<file path="src/rtl/wishbone_target_classic_if.sv">
// Wishbone classic bus bundle between one initiator and one register-file target.
// The err_o wire only exists when WB_TARGET_ERR_EN is defined.
interface wishbone_target_classic_if #(
    parameter int DAT_WIDTH = 8,
    parameter int ADR_WIDTH = 4
);
    logic                 cyc_i;
    logic                 stb_i;
    logic                 we_i;
    logic [ADR_WIDTH-1:0] adr_i;
    logic [DAT_WIDTH-1:0] dat_i;
    logic [DAT_WIDTH-1:0] dat_o;
    logic                 ack_o;
`ifdef WB_TARGET_ERR_EN
    logic                 err_o;

    modport master (output cyc_i, stb_i, we_i, adr_i, dat_i,
                    input  dat_o, ack_o, err_o);
    modport slave  (input  cyc_i, stb_i, we_i, adr_i, dat_i,
                    output dat_o, ack_o, err_o);
`else
    modport master (output cyc_i, stb_i, we_i, adr_i, dat_i,
                    input  dat_o, ack_o);
    modport slave  (input  cyc_i, stb_i, we_i, adr_i, dat_i,
                    output dat_o, ack_o);
`endif
endinterface

</file>
<file path="src/rtl/wishbone_target_classic.sv">
// Wishbone classic register-file target with programmable wait states.
// Define WB_TARGET_ERR_EN to terminate out-of-range accesses with err_o instead of ack_o.
module wishbone_target_classic #(
    parameter int DAT_WIDTH   = 8,
    parameter int ADR_WIDTH   = 4,
    parameter int DEPTH       = 16,
    parameter int WAIT_STATES = 0
) (
    input logic                       clk_i,
    input logic                       rst_ni,
    wishbone_target_classic_if.slave  bus
);
    localparam int CNT_W = 4;
    localparam logic [CNT_W-1:0] CNT_LOAD =
        (WAIT_STATES > 0) ? CNT_W'(WAIT_STATES - 1) : '0;
    localparam logic [ADR_WIDTH:0] DEPTH_L = (ADR_WIDTH+1)'(DEPTH);

    typedef enum logic [1:0] {IDLE, WAIT, ACK} state_t;

    state_t               state, state_nxt;
    logic [CNT_W-1:0]     cnt, cnt_nxt;
    logic                 req, accept, enter_ack;
    logic                 we_q, we_sel;
    logic [ADR_WIDTH-1:0] adr_q, adr_sel;
    logic [DAT_WIDTH-1:0] dat_q;
    logic [DAT_WIDTH-1:0] rdat_q;
    logic                 ack_q;
    logic [DAT_WIDTH-1:0] regs [DEPTH];

    function automatic logic in_range(input logic [ADR_WIDTH-1:0] a);
        return {1'b0, a} < DEPTH_L;
    endfunction

    assign req = bus.cyc_i && bus.stb_i;

    always_comb begin
        state_nxt = state;
        cnt_nxt   = cnt;
        accept    = 1'b0;
        unique case (state)
            IDLE: begin
                if (req) begin
                    accept = 1'b1;
                    if (WAIT_STATES == 0) begin
                        state_nxt = ACK;
                    end else begin
                        state_nxt = WAIT;
                        cnt_nxt   = CNT_LOAD;
                    end
                end
            end
            WAIT: begin
                // Initiator gave up: drop the transfer without touching the registers.
                if (!req) begin
                    state_nxt = IDLE;
                    cnt_nxt   = '0;
                end else if (cnt == '0) begin
                    state_nxt = ACK;
                end else begin
                    cnt_nxt = cnt - 1'b1;
                end
            end
            ACK:     state_nxt = IDLE;
            default: state_nxt = IDLE;
        endcase
    end

    // With zero wait states ACK is entered on the accepting edge, before the latches update.
    assign enter_ack = (state_nxt == ACK);
    assign adr_sel   = accept ? bus.adr_i : adr_q;
    assign we_sel    = accept ? bus.we_i  : we_q;

    always_ff @(posedge clk_i or negedge rst_ni) begin
        if (!rst_ni) begin
            state <= IDLE;
            cnt   <= '0;
        end else begin
            state <= state_nxt;
            cnt   <= cnt_nxt;
        end
    end

    always_ff @(posedge clk_i or negedge rst_ni) begin
        if (!rst_ni) begin
            we_q  <= 1'b0;
            adr_q <= '0;
            dat_q <= '0;
        end else if (accept) begin
            we_q  <= bus.we_i;
            adr_q <= bus.adr_i;
            dat_q <= bus.dat_i;
        end
    end

    always_ff @(posedge clk_i or negedge rst_ni) begin
        if (!rst_ni) begin
            rdat_q <= '0;
        end else if (enter_ack && !we_sel) begin
            rdat_q <= in_range(adr_sel) ? regs[adr_sel] : '0;
        end
    end

    // Writes commit only on the edge leaving ACK, so a reset during ACK cancels them.
    always_ff @(posedge clk_i or negedge rst_ni) begin
        if (!rst_ni) begin
            for (int i = 0; i < DEPTH; i++) regs[i] <= '0;
        end else if (state == ACK && we_q && in_range(adr_q)) begin
            regs[adr_q] <= dat_q;
        end
    end

`ifdef WB_TARGET_ERR_EN
    logic err_q;

    always_ff @(posedge clk_i or negedge rst_ni) begin
        if (!rst_ni) begin
            ack_q <= 1'b0;
            err_q <= 1'b0;
        end else begin
            ack_q <= enter_ack &&  in_range(adr_sel);
            err_q <= enter_ack && !in_range(adr_sel);
        end
    end

    assign bus.err_o = err_q;
`else
    always_ff @(posedge clk_i or negedge rst_ni) begin
        if (!rst_ni) ack_q <= 1'b0;
        else         ack_q <= enter_ack;
    end
`endif

    assign bus.ack_o = ack_q;
    assign bus.dat_o = rdat_q;
endmodule

</file>
<file path="src/flat_wrapper.sv">
// flat-port wrapper written by rule: the top's interface ports become plain ports
module wishbone_target_classic_flat 
#(
    parameter int DAT_WIDTH   = 8,
    parameter int ADR_WIDTH   = 4,
    parameter int DEPTH       = 16,
    parameter int WAIT_STATES = 0
)
  (clk_i, rst_ni, bus_cyc_i, bus_stb_i, bus_we_i, bus_adr_i, bus_dat_i, bus_dat_o, bus_ack_o);
  wishbone_target_classic_if #(.DAT_WIDTH(DAT_WIDTH), .ADR_WIDTH(ADR_WIDTH)) bus_i ();
  input logic clk_i;
  input logic rst_ni;
  input wire logic [$bits(bus_i.cyc_i)-1:0] bus_cyc_i;
  input wire logic [$bits(bus_i.stb_i)-1:0] bus_stb_i;
  input wire logic [$bits(bus_i.we_i)-1:0] bus_we_i;
  input wire logic [$bits(bus_i.adr_i)-1:0] bus_adr_i;
  input wire logic [$bits(bus_i.dat_i)-1:0] bus_dat_i;
  output wire logic [$bits(bus_i.dat_o)-1:0] bus_dat_o;
  output wire logic [$bits(bus_i.ack_o)-1:0] bus_ack_o;
  assign bus_i.cyc_i = bus_cyc_i;
  assign bus_i.stb_i = bus_stb_i;
  assign bus_i.we_i = bus_we_i;
  assign bus_i.adr_i = bus_adr_i;
  assign bus_i.dat_i = bus_dat_i;
  assign bus_dat_o = bus_i.dat_o;
  assign bus_ack_o = bus_i.ack_o;
  wishbone_target_classic #(.DAT_WIDTH(DAT_WIDTH), .ADR_WIDTH(ADR_WIDTH), .DEPTH(DEPTH), .WAIT_STATES(WAIT_STATES)) u_core (.clk_i(clk_i), .rst_ni(rst_ni), .bus(bus_i));
endmodule
</file>
<file path="config.mk">
export PLATFORM = sky130hd
export DESIGN_NAME = wishbone_target_classic_flat
export DESIGN_NICKNAME = d
export VERILOG_FILES = /design/src/rtl/wishbone_target_classic_if.sv /design/src/rtl/wishbone_target_classic.sv /design/src/flat_wrapper.sv
export SDC_FILE = /design/constraint.sdc
export NUM_CORES = 1
export LEC_CHECK = 0
export ABC_AREA = 0
export CAP_MARGIN = 10
export CELL_PAD_IN_SITES_DETAIL_PLACEMENT = 1
export CELL_PAD_IN_SITES_GLOBAL_PLACEMENT = 1
export CORE_MARGIN = 1
export CORE_UTILIZATION = 41
export DETAILED_ROUTE_END_ITERATION = 8
export GPL_ROUTABILITY_DRIVEN = 0
export GPL_TIMING_DRIVEN = 0
export MAX_ROUTING_LAYER = met4
export PLACE_DENSITY = 0.73
export SLEW_MARGIN = 0
export SYNTH_ARGS = -nofsm -noshare
export SYNTH_HDL_FRONTEND = slang
export SYNTH_SLANG_ARGS = --single-unit
</file>
<file path="constraint.sdc">
create_clock -name clk_i -period 3.54 [get_ports clk_i]
set_clock_uncertainty 0.1 [all_clocks]
set_input_delay 1.062 -clock clk_i [delete_from_list [all_inputs] [get_ports clk_i]]
set_output_delay 1.062 -clock clk_i [all_outputs]
set_load 0.03 [all_outputs]
</file>
---- Word level (Yosys, flattened, before mapping) ----
Cells that the tools add are included.
word-level totals
  output and inout port bits .............. 9
  bits of input ports ..................... 17
  bits in registers ....................... 156
operators by class
  add/sub/neg operators ................... 1
  muxes and demuxes ....................... 16
  bitwise operators ....................... 2
  order comparisons ....................... 3
  equal/unequal tests ..................... 4
  reductions and logical operators ........ 8
operator list
  operator                                                               count
  128-bit bitwise mux                                                    1
  8-bit binary-select mux with 4-bit select                              1
  8-bit demux with 4-bit select                                          1
  8-bit two-way mux                                                      3
  4-bit two-way mux                                                      3
  5-bit greater-or-equal comparator, second input constant               2
  4-bit inverter with 5-bit output                                       2
  2-bit two-way mux                                                      3
  5-bit by 1-bit < comparator with 1-bit output, second input constant   1
  2-bit equality test, second input constant                             2
  1-bit logical AND                                                      4
  4-bit zero test                                                        1
  2-bit one-hot mux with 2 select lines                                  1
  4-bit by 1-bit subtractor with 4-bit output, second input constant     1
  1-bit two-way mux                                                      3
  2-bit by 1-bit equality test with 1-bit output, second input constant  1
  2-bit zero test                                                        1
  2-bit != test, second input constant                                   1
  2-bit AND reduction                                                    1
  1-bit zero test                                                        1

---- Logic depth before layout (Yosys ltp) ----
Gate-level depths: netlist of run 1.
  depth after elaboration ................. 8
  gate-level depth with buffers ........... 9
  depth with buffers taken out ............ 8

---- Worst setup path after synthesis of run 1 ----
OpenSTA, ideal clock, no wires.
  kind .................................... input to register
  start point ............................. input bus_stb_i
  end point ............................... register u_core.rdat_q[2] (netlist: u_core.bus.dat_o[2])
  cell stages on the path ................. 8
  arrival ................................. 2.673 ns
  setup slack ............................. 0.632 ns
  library setup time ...................... 0.135 ns
  cells stage by stage .................... nor4bb_1 buf_4 mux2i_2 inv_2 buf_4 mux4_2 a221oi_2 o211ai_1
between the ends
  cells in the longest elaborated chain, start to end .. 8
  elaborated cells on any way between the ends .. 15
  classes of those cells .................. eq/ne (1); mux (10); bitwise (1); reduce/logical (3)
RTL lines
  what                                                    line                           source
  start: declaration                                      flat_wrapper.sv:14             input wire logic [$bits(bus_i.stb_i)-1:0] bus_stb_i;
  1-bit logical AND                                       wishbone_target_classic.sv:34  assign req = bus.cyc_i && bus.stb_i;
  1-bit two-way mux                                       wishbone_target_classic.sv:42  if (req) begin
  1-bit two-way mux                                       wishbone_target_classic.sv:40  unique case (state)
  4-bit two-way mux                                       --
  net u_core.adr_sel[1]                                   wishbone_target_classic.sv:24  logic [ADR_WIDTH-1:0] adr_q, adr_sel;
  4-bit inverter with 5-bit output (implied by the code)  wishbone_target_classic.sv:99  rdat_q <= in_range(adr_sel) ? regs[adr_sel] : '0;
  8-bit binary-select mux with 4-bit select               wishbone_target_classic.sv:99
  8-bit two-way mux (implied by the code) (2 in series)   wishbone_target_classic.sv:99
  end signal: assignment                                  wishbone_target_classic.sv:99
  end: declaration                                        wishbone_target_classic.sv:26  logic [DAT_WIDTH-1:0] rdat_q;
The timed path passes the listed nets, and every way through them passes these cells. The select of a mux whose other input is x is not followed.
A chain may end at the register's enable or synchronous reset.

---- Final worst setup path of run 1 ----
Same ends and word-level chain as after synthesis.

==> results.json, run 1 <==
{
  "hold_start": "u_core.regs[23]",
  "routed_wl_um": 18500,
  "power.density_nw_per_um2": 683,
  "htree_levels": 4,
  "antenna_found_initial": 0,
  "num_vias": 4624,
  "n_antenna_cell": 0,
  "rr_startpoint": "u_core.cnt[0]",
  "area.sequential_um2": 3900,
  "rows": 47,
  "die_height_um": 133,
  "vias_per_cell": 5.56,
  "fin_area_um2": 8260,
  "status": "finished clean",
  "slew_headroom_pct": 26.6,
  "dieArea_um2": 17700,
  "synthTopCellsByCount": "dfrtp_1 (156), mux2_2 (137), nand2_1 (86), nand3_1 (22), mux2i_1 (20)",
  "cts_root_buf": "clkbuf_16",
  "insertion_delay_ns": 0.43,
  "ys_ff_latch": 156,
  "tightestPinTransition_ns": 1.09,
  "hold-worst-slack_ns": 0.402,
  "ys.flop_type": "dfrtp_1",
  "grt_pass1_vias": 5240,
  "syn_inst": 553,
  "drtIter0Drc": 294,
  "clk_pin_slew_worst_paths_ns": 0.06,
  "yosys-top-cells-area": "dfrtp_1 (55%), mux2_2 (22%), nand2_1 (4.6%), mux2i_1 (2.8%), mux4_2 (2.2%)",
  "p_sw_mw": 1.69,
  "path_cells": "clkdlybuf4s50_1, nor4bb_2, buf_4, mux2i_2, inv_2, buf_4, mux4_2, a221oi_2, o211ai_1",
  "ys_seq_area_share_pct": 55.4,
  "drtAntennaViolNets": 0,
  "die_w_um": 133,
  "finalSetupViolCount": 0,
  "hold_class": "reg2reg",
  "p_seq_share_pct": 45.0,
  "p_leak_nw": 3.76,
  "required_ns": 3.74,
  "p_int_mw": 3.95,
  "placed_area_um2": 7590,
  "first_pass_iters": 4,
  "crit_start": "bus_stb_i",
  "wl_per_cell_um": 22.3,
  "drc_errors": 0,
  "crit_fanout": 10,
  "layout.nets": 619,
  "pin_count": 26,
  "syn_nets": 572,
  "slowest_stage": "clkdlybuf4s50_1",
  "cp_data_arrival_time_ns": 3.63,
  "ys_types": 46,
  "dp_hpwl_um": 12800,
  "grt_max_degree": 81,
  "drv_slew": 0,
  "port_buffers": 25,
  "layout_min_cycle_time_ns": 3.43,
  "clkPwrFrac_pct": 33.0,
  "area_growth_pct": 17.3,
  "synth.avg_cell_area_um2": 12.7,
  "pwr-share-comb_pct": 21.9,
  "synth_area_leader_cell": "dfrtp_1",
  "drv_cap": 0,
  "crit_type": "in2reg",
  "grt_pass1_wl_um": 30300,
  "post-synth-top-count-cell": "dfrtp_1",
  "ys.warnings.count": 0,
  "overflow": 0,
  "crit_top_cell": "buf_4",
  "grt_usage_pct": 23.8,
  "p_sw_share_pct": 30.0,
  "period_share_pct": 96.8,
  "rsz0062_at_grt": "true",
  "synth_top_area_share_pct": 55.4,
  "setup_tns_ns": 0,
  "start_util_pct": 42.2,
  "multiInputGateArea_um2": 3000,
  "clock-sinks": 156,
  "cts_buffers": 17,
  "hold_viol": 0,
  "fp.coreArea_um2": 16700,
  "async_flop_share_pct": 100,
  "drive_above_1_share_pct": 33.8,
  "crit_path_start_kind": "input pin",
  "tritoncts": "done",
  "timing.fmax_mhz": 292,
  "nFillCells": 1729,
  "clock_path_buffers": 2,
  "crit_path_max_incr_delay_ns": 0.52,
  "synth_edf_count": 0,
  "end_kind": "flip-flop",
  "irDropWorstVdd_v": 0.000392,
  "netlist_area_um2": 7040
}
-- flip-flops by register name, summed over array words and instances, names as in the netlist --
signal and flops:
u_core.adr_q 4, u_core.state 2, u_core.regs 128, u_core.bus.ack_o 1, u_core.dat_q 8, u_core.bus.dat_o 8, u_core.we_q 1, u_core.cnt 4
-- routing by layer --
layer / part of all wire, % / wire length, um / GRT usage [%] / vias up
li1: - / - / - / 2074
met5: 0 / 0 / - / -
met2: 51 / 9370 / 38.2 / 93
met1: 43 / 7920 / 29.7 / 2430
met4: 1.8 / 333 / 8.17 / 0
met3: 4.9 / 899 / 5.29 / 27
-- path summary, 6_finish.rpt --
path / end / slack (ns) / cells past startpoint
worst max-delay path: u_core.bus.dat_o[2] / 0.11 / 9
worst min register to register: u_core.regs[23] / 0.40 / 1
worst max register to register: u_core.bus.dat_o[2] / 0.63 / 8
max in group asynchronous: u_core.regs[119] / 1.94 / 2
worst min-delay path: u_core.regs[23] / 0.40 / 1
min in group asynchronous: u_core.regs[10] / 0.56 / 1
-- stage by stage --
stage          setup slack [ns]  cells  power (mW)  utilization [%]
2_1_floorplan             0.632    553        3.29                -
3_3_place_gp              -4.66    798        3.66             45.3
3_5_place_dp             -0.532    799        3.77             45.5
4_1_cts                 0.00220    830        5.67             49.1
5_1_grt                 -0.0323    832        5.90             49.4
6_report                  0.114    832        5.64             49.4
-- cells in the final DEF (no fill, tap or decap), types with 7 or more instances in the layout --
cell	synthesis	layout
dfrtp_1	156	156
mux2_2	137	137
nand2_1	86	86
clkdlybuf4s50_1	0	24
nand3_1	22	22
mux2i_1	20	20
clkbuf_16	0	17
clkbuf_1	14	15
a21oi_1	12	12
nor2_1	14	11
a32oi_1	10	10
nand4_1	9	9
mux4_2	7	7
-- layout make-up --
cell class	instances	area share, %
clock buffer	18	5.20
timing repair buffer	28	3.71
sequential	156	47.3
buffer	26	1.76
tap	220	3.33
clock inverter	13	2.02
multi-input combinational	364	36.4
inverter	7	0.318
-- critical path: cells and delay by family --
kind | cells | cell delay (ns)
buf+inv | 4 | 1.06
mux | 2 | 0.79
compound gates | 2 | 0.38
simple gates | 1 | 0.33
-- kinds of logic (layout without fill, tap and decap cells) --
group / Yosys count / in the layout / synth area share, %
multiplexers: 167 / 167 / 27.7
flip-flops: 156 / 156 / 55.4
AND/OR/NAND/NOR: 154 / 154 / 10.1
AO/OA/AOI/OAI: 41 / 41 / 4.14
buffers and inverters: 33 / 92 / 2.27
adder cells (fa/ha/maj): 2 / 2 / 0.355
-- power by group through the flow --
stage / clock network [mW] / logic [mW] / registers, mW
final: 1.86 / 1.24 / 2.54
after CTS: 1.90 / 1.24 / 2.54
after detailed placement: 0 / 1.22 / 2.55
after floorplan: 0 / 0.783 / 2.51
after global placement: 0 / 1.15 / 2.51
after global routing: 1.96 / 1.35 / 2.60
-- repair_timing --
item                       4_1_cts  5_1_grt
gates resized for setup          5        5
buffers inserted                 0        2
pin swaps                        0        1
hold buffers                     0        0
setup endpoints to repair        7        8
No activity file was read; power rests on OpenSTA's default activity.
==> run 2, diff against run 1 <==
- clock period: 3.54 -> 3.6 ns (I/O delays scaled with it)
==> results.json, run 2 (synthesized netlist as in run 1, its figures left out) <==
{
  "p_leak_nw": 3.76,
  "drv_cap": 0,
  "drtIter0Drc": 314,
  "antenna_found_initial": 0,
  "ctsHoldBuffers": 0,
  "die_w_um": 133,
  "num_vias": 4631,
  "wl_per_cell_um": 22.3,
  "final_common_cell": "dfrtp_1",
  "rows": 47,
  "largest_register": "u_core.regs",
  "pin_count": 26,
  "routed_wl_um": 18500,
  "crit_fanout": 10,
  "end_kind": "flip-flop",
  "path_cells": "clkdlybuf4s50_1, nor4bb_2, buf_4, mux2i_2, inv_2, buf_4, mux4_2, a221oi_2, o211ai_1",
  "crit_path_start_kind": "input pin",
  "crit_path_max_incr_delay_ns": 0.52,
  "cts_buffers": 17,
  "htree_levels": 4,
  "hold_viol": 0,
  "layout.nets": 619,
  "vias_per_cell": 5.57,
  "layoutNonFillerInstCount": 832,
  "power.density_nw_per_um2": 672,
  "area_growth_pct": 17.2,
  "start_util_pct": 42.2,
  "period_share_pct": 95.9,
  "drive_above_1_share_pct": 33.7,
  "insertion_delay_ns": 0.43,
  "port_buffers": 25,
  "layout_min_cycle_time_ns": 3.45,
  "drtAntennaViolNets": 0,
  "dieArea_um2": 17700,
  "placed_area_um2": 7590,
  "grt_max_degree": 81,
  "slew_headroom_pct": 26.3,
  "dp_hpwl_um": 12800,
  "largest_register_ffs": 128,
  "slowest_stage": "clkdlybuf4s50_1",
  "grt_usage_pct": 23.8,
  "hold_class": "reg2reg",
  "crit_type": "in2reg",
  "fin_area_um2": 8250,
  "tritoncts": "done",
  "status": "finished clean",
  "drc_errors": 0,
  "clock-sinks": 156,
  "fp.coreArea_um2": 16700,
  "drv_slew": 0,
  "final_cell_mix": "dfrtp_1 (156), mux2_2 (137), nand2_1 (86)",
  "cp_data_arrival_time_ns": 3.66,
  "die_height_um": 133,
  "n_antenna_cell": 0,
  "finalSetupViolCount": 0,
  "placed_cells": 799,
  "cts_root_buf": "clkbuf_16",
  "irDropWorstVdd_v": 0.000386,
  "clock_path_buffers": 2,
  "clk_pin_slew_worst_paths_ns": 0.06,
  "grt_pass1_wl_um": 30300,
  "first_pass_iters": 4,
  "tightestPinTransition_ns": 1.10,
  "total_power_mw": 5.55,
  "grt_pass1_vias": 5240,
  "required_ns": 3.80,
  "overflow": 0,
  "crit_top_cell": "buf_4",
  "timing.fmax_mhz": 290
}
## run 2: cell types whose count changed in the layout (fill, tap and decap cells not counted)
| cell | delta |
|---|---|
| buf_6 | +1 |
| nor2_1 | +1 |
| buf_8 | -1 |
| nor2_2 | -1 |
## run 2: routing by layer
metal | share of wire [%] | GRT usage (%) | vias to the layer above
met5 | 0 | - | -
met4 | 1.8 | 8.17 | 0
met3 | 4.5 | 5.29 | 27
met2 | 50 | 38.2 | 90
met1 | 43 | 29.7 | 2444
li1 | - | - | 2070
## run 2: cell type report
class,instances,area [um^2]
multi-input cells,364,3000
flip-flops and latches,156,3900
inverters,7,26.3
fillers,1728,8450
clock buffers,18,429
plain buffers,26,141
clock inverters,13,166
repair buffers,28,307
well taps,220,275
## run 2: worst max-delay path, delay by kind of cell
kind	cells	cell delay (ns)
buffers and inverters	4	1.06
and+or+nand+nor	1	0.33
muxes	2	0.80
AOI/OAI and AO/OA	2	0.39
## run 2: worst paths after layout
kind                            startpoint                   to  slack [ns]  depth (start not counted)
max                              bus_stb_i  u_core.bus.dat_o[2]        0.15                          9
min                        u_core.regs[23]      u_core.regs[23]        0.40                          1
max reg2reg                  u_core.cnt[0]  u_core.bus.dat_o[2]        0.69                          8
min reg2reg                u_core.regs[23]      u_core.regs[23]        0.40                          1
max in group asynchronous           rst_ni     u_core.regs[125]        2.00                          2
min in group asynchronous           rst_ni      u_core.regs[29]        0.58                          1
## run 2: power breakdown
part | internal, mW | total, mW | switching (mW)
combinational | 0.587 | 1.22 | 0.630
clock | 1.09 | 1.83 | 0.742
sequential | 2.20 | 2.50 | 0.294
total | 3.88 | 5.55 | 1.67
## run 2: through the flow
stage / hold WS, ns / setup WS (ns) / utilization, % / setup TNS (ns)
final: 0.402 / 0.146 / 49.4 / 0
after global placement: 0.381 / -4.62 / 45.3 / -721.49
after floorplan: 0.370 / 0.674 / - / 0
after detailed placement: 0.390 / -0.490 / 45.5 / -3.44
after global routing: 0.413 / -0.0173 / 49.4 / -0.0173
after CTS: 0.404 / 0.0442 / 49.1 / 0
## run 2: timing repair
item | 4_1_cts | 5_1_grt
cloned | 0 | 0
pin swaps | 0 | 1
endpoints found under the setup margin | 4 | 8
buffers inserted | 0 | 2
gates resized for setup | 5 | 3
==> run 3, diff against run 2 <==
--- a/config.mk
+++ b/config.mk
@@ -16,5 +16,5 @@
 export GPL_TIMING_DRIVEN = 0
 export MAX_ROUTING_LAYER = met4
-export PLACE_DENSITY = 0.73
+export PLACE_DENSITY = 0.75
 export SLEW_MARGIN = 0
 export SYNTH_ARGS = -nofsm -noshare
==> constraint.sdc (replaced) <==
create_clock -name clk_i -period 3 [get_ports clk_i]
set_clock_uncertainty 0.1 [all_clocks]
set_input_delay 0.9 -clock clk_i [delete_from_list [all_inputs] [get_ports clk_i]]
set_output_delay 0.9 -clock clk_i [all_outputs]
set_load 0.1 [all_outputs]
==> results.json, run 3 (synthesized netlist as in run 1, its figures left out) <==
{
  "tritoncts": "done",
  "rows": 47,
  "required_ns": 2.00,
  "critPathBufInv": 1,
  "n_antenna_cell": 0,
  "crit_path_max_incr_delay_ns": 1.15,
  "drive_above_1_share_pct": 35.1,
  "path_cells": "clkdlybuf4s50_1",
  "cp_data_arrival_time_ns": 1.96,
  "port_buffers": 25,
  "final_cell_mix": "dfrtp_1 (156), mux2_2 (137), nand2_1 (86)",
  "drtAntennaViolNets": 0,
  "dp_hpwl_um": 12800,
  "largest_register_ffs": 128,
  "layout_min_cycle_time_ns": 2.96,
  "drc_errors": 0,
  "crit_type": "reg2out",
  "wl_per_cell_um": 22.8,
  "clock_path_buffers": 2,
  "antenna_found_initial": 0,
  "hold-worst-slack_ns": 0.343,
  "r2r_slack_ns": 0.31,
  "crit_path_start_kind": "flip-flop",
  "tightestPinTransition_ns": 0.997,
  "hold_viol": 0,
  "overflow": 0,
  "htree_levels": 4,
  "cts_root_buf": "clkbuf_16",
  "routed_wl_um": 19100,
  "area_growth_pct": 19.7,
  "dieArea_um2": 17700,
  "fp.coreArea_um2": 16700,
  "drtIter0Drc": 338,
  "status": "finished clean",
  "vias_per_cell": 5.58,
  "power.density_nw_per_um2": 828,
  "die_w_um": 133,
  "ctsHoldBuffers": 0,
  "num_vias": 4676,
  "grt_pass1_vias": 5220,
  "pin_count": 26,
  "drv_cap": 0,
  "grt_pass1_wl_um": 30500,
  "hold_class": "in2async",
  "irDropWorstVdd_v": 0.000390,
  "clk_pin_slew_worst_paths_ns": 0.06,
  "final_common_cell": "dfrtp_1",
  "clock-sinks": 156,
  "layout.nets": 625,
  "grt_max_degree": 98,
  "setup_tns_ns": 0,
  "rsz0062_at_grt": "false",
  "finalSetupViolCount": 0,
  "cp_top_family": "buffers and inverters",
  "drv_slew": 0,
  "largest_register": "u_core.regs",
  "die_height_um": 133,
  "end_kind": "primary output",
  "timing.fmax_mhz": 337,
  "p_leak_nw": 3.86,
  "grt_usage_pct": 24.2,
  "finalCoreUtilization_pct": 50.5,
  "slew_headroom_pct": 33.4,
  "insertion_delay_ns": 0.43,
  "period_share_pct": 98.8,
  "cts_buffers": 17,
  "start_util_pct": 42.2,
  "total_power_mw": 6.98,
  "crit_fanout": 2,
  "first_pass_iters": 4,
  "slowest_stage": "clkdlybuf4s50_1"
}
==> run 3: power by group <==
part	leakage [nW]	switching, mW	total, mW	internal, mW
logic	1.49	0.999	1.75	0.754
registers	2.08	0.355	3.00	2.64
clock network	0.290	0.887	2.23	1.34
==> run 3: cell type report <==
| class | instances | area [um^2] |
|---|---|---|
| multi-input combinational | 364 | 3060 |
| sequential | 156 | 3900 |
| fill | 1697 | 8270 |
| clock inverter | 11 | 160 |
| buffer | 26 | 164 |
| tap | 220 | 275 |
| clock buffer | 20 | 447 |
| inverter | 7 | 26.3 |
| timing repair buffer | 34 | 395 |
==> run 3: path summary, 6_finish.rpt <==
path / startpoint / end / depth (start not counted)
worst max register to register: u_core.cnt[0] / u_core.bus.dat_o[1] / 10
max in group asynchronous: rst_ni / u_core.regs[94] / 2
worst min-delay path: rst_ni / u_core.regs[48] / 1
worst max-delay path: u_core.bus.dat_o[7] / bus_dat_o[7] / 1
min in group clk_i: u_core.regs[11] / u_core.regs[11] / 1
worst min register to register: u_core.regs[11] / u_core.regs[11] / 1
==> run 3: stage by stage <==
stage          instances  setup WS [ns]  instance area [um^2]
2_1_floorplan        553          0.254                  7040
3_3_place_gp         798          -5.09                  7570
3_5_place_dp         799         -0.822                  7590
4_1_cts              836        0.00341                  8370
5_1_grt              838        0.00425                  8430
6_report             838         0.0358                  8430
==> run 3: routing by layer <==
layer	up-vias	part of all wire, %	track usage [%]	wire length, um
li1	2090	-	-	-
met1	2493	43	30.1	8280
met2	72	52	39.6	10000
met3	21	2.8	4.60	540
met4	0	1.3	7.98	247
met5	-	0	-	0
==> run 3: timing repair <==
action,CTS,global route
endpoints found under the setup margin,8,10
pin swaps,3,0
resized for setup,22,8
setup buffers,6,2
